### config.mk
export PLATFORM = sky130hd
export DESIGN_NAME = instr_mem_loader
export DESIGN_NICKNAME = d
export VERILOG_FILES = /design/src/rtl/instr_mem_loader.sv
export SDC_FILE = /design/constraint.sdc
export NUM_CORES = 1
export LEC_CHECK = 0
export CAP_MARGIN = 20
export CORE_AREA = 2 2 95 97
export CTS_CLUSTER_DIAMETER = 30
export DETAILED_ROUTE_END_ITERATION = 7
export DIE_AREA = 0 0 97 99
export GPL_TIMING_DRIVEN = 0
export PLACE_DENSITY = 0.83
export SLEW_MARGIN = 0
export SYNTH_ARGS = -nofsm -noshare
export SYNTH_HDL_FRONTEND = slang
export SYNTH_SLANG_ARGS = --single-unit
### constraint.sdc
create_clock -name clk -period 3.15 [get_ports clk]
set_input_delay 0.63 -clock clk [delete_from_list [all_inputs] [get_ports clk]]
set_output_delay 0.63 -clock clk [all_outputs]
set_load 0.005 [all_outputs]
### src/rtl/instr_mem_loader.sv
`default_nettype none
// ============================================================================
// Module   : instr_mem_loader
// Brief    : Receives a length-prefixed byte stream and writes it word by word
//            into the instruction memory from BASE_ADDR (little-endian).
//            Optional trailing XOR checksum: define LOADER_CHECKSUM_EN.
// Revision : 1.0 - initial release
// ============================================================================
module instr_mem_loader #(
  parameter int                 A_WIDTH     = 32,
  parameter int                 D_WIDTH     = 8,
  parameter logic [A_WIDTH-1:0] BASE_ADDR   = 32'hBFC00000,
  parameter int                 DEPTH_BYTES = 4096
) (
  input  logic                   clk,
  input  logic                   rst,
  input  logic                   start,
  input  logic                   rx_valid,
  input  logic [D_WIDTH-1:0]     rx_data,
  output logic                   rx_ready,
  output logic                   mem_we,
  output logic [A_WIDTH-1:0]     mem_addr,
  output logic [4*D_WIDTH-1:0]   mem_wdata,
  output logic                   busy,
  output logic                   done,
  output logic                   err,
  output logic [15:0]            word_count
);

  localparam logic [16:0] MAX_WORDS = 17'(DEPTH_BYTES / 4);

  typedef enum logic [2:0] {
    S_IDLE,
    S_LEN,
    S_DATA,
    S_WRITE,
`ifdef LOADER_CHECKSUM_EN
    S_CHK,
`endif
    S_DONE,
    S_ERR
  } state_t;

  state_t               state, state_nxt;
  logic [15:0]          len_q;
  logic [D_WIDTH-1:0]   len_lo;
  logic                 lo_seen;
  logic [1:0]           lane;
  logic [4*D_WIDTH-1:0] word_buf;
  logic [15:0]          wc_q;
  logic [15:0]          len_in;
`ifdef LOADER_CHECKSUM_EN
  logic [D_WIDTH-1:0]   csum;
`endif

  assign len_in     = 16'({rx_data, len_lo});
  assign mem_wdata  = word_buf;
  assign word_count = wc_q;
  // Address derived from the word counter so it is word-aligned by construction
  assign mem_addr   = BASE_ADDR + A_WIDTH'({wc_q, 2'b00});

  always_ff @(posedge clk or posedge rst) begin
    if (rst) state <= S_IDLE;
    else     state <= state_nxt;
  end

  always_comb begin
    state_nxt = state;
    rx_ready  = 1'b0;
    mem_we    = 1'b0;
    busy      = 1'b0;
    done      = 1'b0;
    err       = 1'b0;
    case (state)
      S_IDLE, S_DONE, S_ERR: begin
        done = (state == S_DONE);
        err  = (state == S_ERR);
        if (start) state_nxt = S_LEN;
      end
      S_LEN: begin
        rx_ready = 1'b1;
        busy     = 1'b1;
        if (rx_valid && lo_seen) begin
          if (len_in == 16'd0)                 state_nxt = S_DONE;
          else if ({1'b0, len_in} > MAX_WORDS) state_nxt = S_ERR;
          else                                 state_nxt = S_DATA;
        end
      end
      S_DATA: begin
        rx_ready = 1'b1;
        busy     = 1'b1;
        if (rx_valid && lane == 2'd3) state_nxt = S_WRITE;
      end
      S_WRITE: begin
        mem_we = 1'b1;
        busy   = 1'b1;
        if (wc_q + 16'd1 == len_q) begin
`ifdef LOADER_CHECKSUM_EN
          state_nxt = S_CHK;
`else
          state_nxt = S_DONE;
`endif
        end else begin
          state_nxt = S_DATA;
        end
      end
`ifdef LOADER_CHECKSUM_EN
      S_CHK: begin
        rx_ready = 1'b1;
        busy     = 1'b1;
        if (rx_valid) state_nxt = (rx_data == csum) ? S_DONE : S_ERR;
      end
`endif
      default: state_nxt = S_IDLE;
    endcase
  end

  always_ff @(posedge clk or posedge rst) begin
    if (rst) begin
      len_q    <= '0;
      len_lo   <= '0;
      lo_seen  <= 1'b0;
      lane     <= 2'd0;
      word_buf <= '0;
      wc_q     <= '0;
`ifdef LOADER_CHECKSUM_EN
      csum     <= '0;
`endif
    end else begin
      case (state)
        S_IDLE, S_DONE, S_ERR: begin
          if (start) begin
            wc_q    <= '0;
            lo_seen <= 1'b0;
            lane    <= 2'd0;
`ifdef LOADER_CHECKSUM_EN
            csum    <= '0;
`endif
          end
        end
        S_LEN: begin
          if (rx_valid) begin
            if (!lo_seen) begin
              len_lo  <= rx_data;
              lo_seen <= 1'b1;
            end else begin
              len_q   <= len_in;
            end
          end
        end
        S_DATA: begin
          if (rx_valid) begin
            word_buf[int'(lane)*D_WIDTH +: D_WIDTH] <= rx_data;
            lane <= lane + 2'd1;
`ifdef LOADER_CHECKSUM_EN
            csum <= csum ^ rx_data;
`endif
          end
        end
        S_WRITE: wc_q <= wc_q + 16'd1;
        default: ;
      endcase
    end
  end

endmodule
`default_nettype wire

# Word-level counts from Yosys, hierarchy flattened
# Cells that the tools add are included.
dict set report totals {
  latchBits 0
  mem_bits_rw 0
  mem_bits_ro 0
  memories 0
  register_bits 78
  wordCells 65
}
dict set report op_classes {
  muxes 21
  n_shift 2
  reduce_logical 17
  n_addsub 4
  n_bitwise 1
  magnitude_cmp 1
  eq_ne 12
  n_div 0
  mul 0
}
# cell n
set op_table {}
lappend op_table {{5-bit negation with 33-bit output} 1}
lappend op_table {{8-bit by 33-bit variable shift with 32-bit output, first input constant} 1}
lappend op_table {{8-bit by 33-bit variable part select with 32-bit output} 1}
lappend op_table {{32-bit by 18-bit adder with 32-bit output, first input constant} 1}
lappend op_table {{32-bit bitwise mux} 1}
lappend op_table {{16-bit case mux with 2 select lines} 1}
lappend op_table {{3-bit two-way mux} 6}
lappend op_table {{16-bit by 1-bit adder with 16-bit output, second input constant} 1}
lappend op_table {{16-bit == test} 1}
lappend op_table {{16-bit by 11-bit > comparator with 1-bit output, second input constant} 1}
lappend op_table {{16-bit zero test} 1}
lappend op_table {{16-bit two-way mux} 1}
lappend op_table {{3-bit AND reduction} 5}
lappend op_table {{3-bit case mux with 4 select lines} 1}
lappend op_table {{2-bit inequality test, second input constant} 5}
lappend op_table {{1-bit two-way mux} 7}
lappend op_table {{3-bit by 2-bit == test with 1-bit output, second input constant} 2}
lappend op_table {{3-bit == test, second input constant} 2}
lappend op_table {{2-bit nonzero test} 3}
lappend op_table {{3-bit OR reduction} 2}
lappend op_table {{2-bit two-way mux} 2}
lappend op_table {{2-bit case mux with 2 select lines} 1}
lappend op_table {{2-bit AND reduction} 2}
lappend op_table {{3-bit by 1-bit == test with 1-bit output, second input constant} 1}
lappend op_table {{7 further kinds} 8}

# Depth between registers and ports, before layout
# Gate-level depths: netlist of run 1.
dict set report depth {
  ltp_word 5
  depth_mapped 9
  ltp_nobuf 7
}

# Least setup slack after synthesis of run 1
# Ideal clock, no wire load.
dict set report synth_path {
  path_type {register to register}
  from {register wc_q[0] (netlist: word_count[0])}
  to {register state[2]}
  setup_ns 0.120
  synth_period_minus_slack_ns 1.976
  stages_incl_launch_ff 8
  path_buffers 0
  t_arrival_ns 1.856
  setup_slack_ns 1.174
  cell_sequence {dfrtp_1 -> ha_1 -> nand3_2 -> nor4_2 -> xnor2_1 -> a21oi_2 -> nor4b_2 -> a31o_1}
}
dict set report synth_via {
  elab_chain_cells 4
}
# item line_no
set synth_rtl {}
lappend synth_rtl {{from (decl)} 50} ;# logic [15:0] wc_q;
lappend synth_rtl {{from (signal assigned)} 160} ;# S_WRITE: wc_q <= wc_q + 16'd1;
lappend synth_rtl {{16-bit by 1-bit adder with 16-bit output} 97} ;# if (wc_q + 16'd1 == len_q) begin
lappend synth_rtl {{16-bit == test} 97}
lappend synth_rtl {{3-bit two-way mux} 97}
lappend synth_rtl {{3-bit case mux with 4 select lines} 74} ;# case (state)
lappend synth_rtl {{to (signal assigned)} 64} ;# else state <= state_nxt;
lappend synth_rtl {{to (decl)} 44} ;# state_t state, state_nxt;
# No other way between the ends.
# A chain may end at the register's enable or synchronous reset.

# Worst setup path in the final report of run 1
dict set report layout_path {
  from {register state[0]}
  to {output port mem_we}
}
dict set report layout_via {
  elab_chain_cells 2
}
# item line_no
set layout_rtl {}
lappend layout_rtl {{3-bit by 2-bit == test with 1-bit output} 74}
lappend layout_rtl {{1-bit two-way mux} 74}
lappend layout_rtl {{to (decl)} 21} ;# output logic mem_we,
# No other way between the ends.

==> results.md, run 1 <==
* Status: finished, final reports clean
* Final setup TNS at 0 ns
* Core area at 8550 um^2
* Vias in the first global route at 3531
* Share of cells above drive strength 1 at 17.5%
* Post_cts resized at 0
* # port buffers at 78
* Worst-Margin Slew at 0.926 ns
* CTS H-tree depth at 3
* Combinational share of power at 25.8%
* Number of synthesized register bits at 78
* Final hold vios at 0
* Final hold slack at 0.494 ns
* HPWL Detailed at 7.42 mm
* Die X-Extent at 97 um
* Switch share at 30.6%
* Clk slew on worst S/H paths at 0.08 ns
* Post-synthesis instance area at 4290 um^2
* Final min period at 2.98 ns
* Crit start category: flip-flop
* Simple logic cell fraction of the synthesized area at 19.4%
* Critical path's slowest cell: clkdlybuf4s50_1
* FP Rows at 34
* Die Y at 99 um
* RSZ-0062 raised after global routing: false
* Switch Pwr at 0.905 mW
* Routed Antenna Nets at 0
* P_leak at 2.37 nW
* Combinational family with the most area after synthesis: simple AND/OR/NAND/NOR gates
* Pre-CTS setup slack at 0.379 ns
* Register area share after synthesis at 45.5%
* First-pass GRT wire length at 17.0 mm
* Synth top area share at 45.5%
* Async set-reset flop share out of synthesis at 100%
* Post-CTS setup buffer count at 0
* CTS tree: built
* Ant. Diodes at 0
* Largest fanout on the critical path at 10
* Post-synthesis adder-cell area fraction at 1.75%
* Worst path max stage delay at 0.54 ns
* Pint at 2.06 mW
* Final std cells w/o fill at 669
* Initial DRC Count at 249
* Largest net degree at the start of global routing at 53
* Worst skew pair latency at 0.35 ns
* Crit end category: output pin
* Syn Inst Count at 452
* Max-capacitance violation count at 0
* Pins Over Slew Limit at 0
* Yosys warning count at 0
* EDFF count, synth at 0
* Global placer's final weighted congestion at 0.944
* Io pins at 97
* Clock buffer depth at 2
* Grt ovf at 0
* HP Class: flip-flop to flip-flop
* Fraction of synthesized area in multiplexers at 7.03%
* Final period utilization at 94.7%
* CTS Buf Count at 9
* Rel. slew slack at 38.1%
* Layout Skew at 0.0124 ns
* Worst vdd ir at 0.307 mV
* Setup violators final at 0
* Post-synth cell types at 57
* Post-synth top cells: nand2_1 (86), dfrtp_1 (78), o21ai_0 (56)
* Root Driver: clkbuf_8
* CP Class: flip-flop to output pin
* Post-Synth XOR/XNOR Area at 4.08%
* Power Total at 2.96 mW
* Synth Area in Compound Gates at 12.7%
* Initial antenna violation count at 0
* Post-placement cell count at 653
* Sequential Power Share at 45.9%
* Synth area leader: dfrtp_1
* Area growth from synthesis to layout at 28.4%
* Total track usage at 22.0%
* Hold-fix buffers, CTS at 0
* Cell Pwr Density at 537 nW/um^2
* DRC at 0
* Crit path DAT at 2.35 ns
* Nets@finish at 574
* Post-synth top flop: dfrtp_1
* Setup ws final at 0.168 ns
* Synthesized area per cell at 9.49 um^2
* Power share of the clock group at 28.3%
* Starting Density at 50.2%
* # clock sinks at 78
* Detailed-route via count at 3658
* Max Freq at 0.335 GHz
* Die footprint at 9600 um^2
* Most frequently used cell type in the post-synthesis netlist: nand2_1
* Pre-antenna DRT Iters at 5
* WL/cell at 15.6 um
* Ranking of synthesized cells by area: dfrtp_1 (45%), nand2_1 (7.5%), mux2_2 (6.6%)
* Critical Path, Cell by Cell: buf_2 -> inv_1 -> nor2_1 -> nand2_2 -> inv_2 -> clkdlybuf4s50_1
* Number of vias per cell at 5.47
* Routed WL at 10.4 mm
* WP data required at 2.52 ns
## kinds of logic (layout without fill, tap and decap cells)
logic type	count (synthesis)	after routing
compound gates	93	93
xor+xnor	20	20
fa+ha+maj	6	6
buf+inv	63	158
flops	78	78
mux	27	27
other cells	2	16
simple gates	163	163
## through the flow
stage / util [%] / instance area [um^2]
2_1_floorplan: - / 4340
3_3_place_gp: 61.5 / 5260
3_5_place_dp: 61.9 / 5290
4_1_cts: 64.5 / 5510
5_1_grt: 64.5 / 5510
6_report: 64.5 / 5510
## power groups by stage
stage / combinational, mW / clock [mW] / sequential, mW
2_1_floorplan: 0.574 / 0 / 1.31
3_3_place_gp: 0.718 / 0 / 1.36
3_5_place_dp: 0.751 / 0 / 1.37
4_1_cts: 0.764 / 0.845 / 1.36
5_1_grt: 0.840 / 0.899 / 1.38
6_report: 0.764 / 0.840 / 1.36
## layout make-up
| type | instances | area, um^2 |
|---|---|---|
| clock buffers | 9 | 124 |
| fillers | 708 | 3040 |
| clock inverters | 7 | 97.6 |
| well taps | 108 | 135 |
| plain buffers | 54 | 369 |
| inverters | 9 | 36.3 |
| multi-input cells | 325 | 1990 |
| repair buffers | 79 | 808 |
| flip-flops and latches | 78 | 1950 |
## metal layers
metal	global-route usage [%]	vias up	part of all wire, %
li1	-	1731	-
met1	26.7	1766	40
met2	37.4	144	50
met3	5.74	17	8.2
met4	9.10	0	2.2
met5	0	-	0
## final timing paths
check / slack (ns) / endpoint / startpoint / cells after the start
setup / recovery: 0.17 / mem_we / state[0]$_DFFE_PP0P_ / 6
hold / removal: 0.49 / mem_wdata[29]$_DFFE_PP0P_ / mem_wdata[29]$_DFFE_PP0P_ / 2
setup reg to reg: 0.76 / state[1]$_DFFE_PP0P_ / word_count[0]$_DFFE_PP0P_ / 6
hold reg to reg: 0.49 / mem_wdata[29]$_DFFE_PP0P_ / mem_wdata[29]$_DFFE_PP0P_ / 2
max in group asynchronous: 1.97 / state[0]$_DFFE_PP0P_ / rst / 3
min in group asynchronous: 0.61 / mem_wdata[17]$_DFFE_PP0P_ / rst / 2
## sequential cells by signal, summed over array words and instances, names as in the netlist
register and cells:
len_lo 8, lane 2, len_q 16, word_count 16
mem_wdata 32, lo_seen 1, state 3
## layout by cell type (no fill, tap or decap), types with 3 or more instances in the layout
| cell | netlist | routed |
|---|---|---|
| a21oi_1 | 9 | 9 |
| a31oi_1 | 4 | 4 |
| and3_1 | 7 | 7 |
| buf_4 | 33 | 33 |
| buf_6 | 5 | 5 |
| clkbuf_1 | 12 | 12 |
| clkbuf_8 | 0 | 9 |
| clkdlybuf4s50_1 | 0 | 78 |
| conb_1 | 2 | 16 |
| dfrtp_1 | 78 | 78 |
| ha_1 | 6 | 6 |
| inv_1 | 8 | 7 |
| mux2_2 | 25 | 25 |
| nand2_1 | 86 | 86 |
| nand3_1 | 9 | 9 |
| nand4_1 | 4 | 4 |
| nor2_1 | 19 | 19 |
| nor2b_1 | 4 | 4 |
| nor3_1 | 6 | 6 |
| nor3b_1 | 4 | 4 |
| nor4_1 | 5 | 5 |
| o21ai_0 | 56 | 56 |
| o31ai_1 | 4 | 4 |
| o41ai_1 | 3 | 3 |
| xnor2_1 | 13 | 13 |
| xor2_1 | 7 | 7 |
## worst max-delay path, delay by kind of cell, from the launching register on
kind,cells,cell delay (ns)
flip-flops,1,0.33
AND/OR/NAND/NOR,2,0.58
buffers and inverters,4,1.10
(Power assumes the default switching activity.)
==> inputs of run 2 (changes only) <==
Settings changed: CTS_CLUSTER_SIZE set to 8.
==> results of run 2 <==
Same layout as run 1: the final DEF is identical, and so are final timing and power.
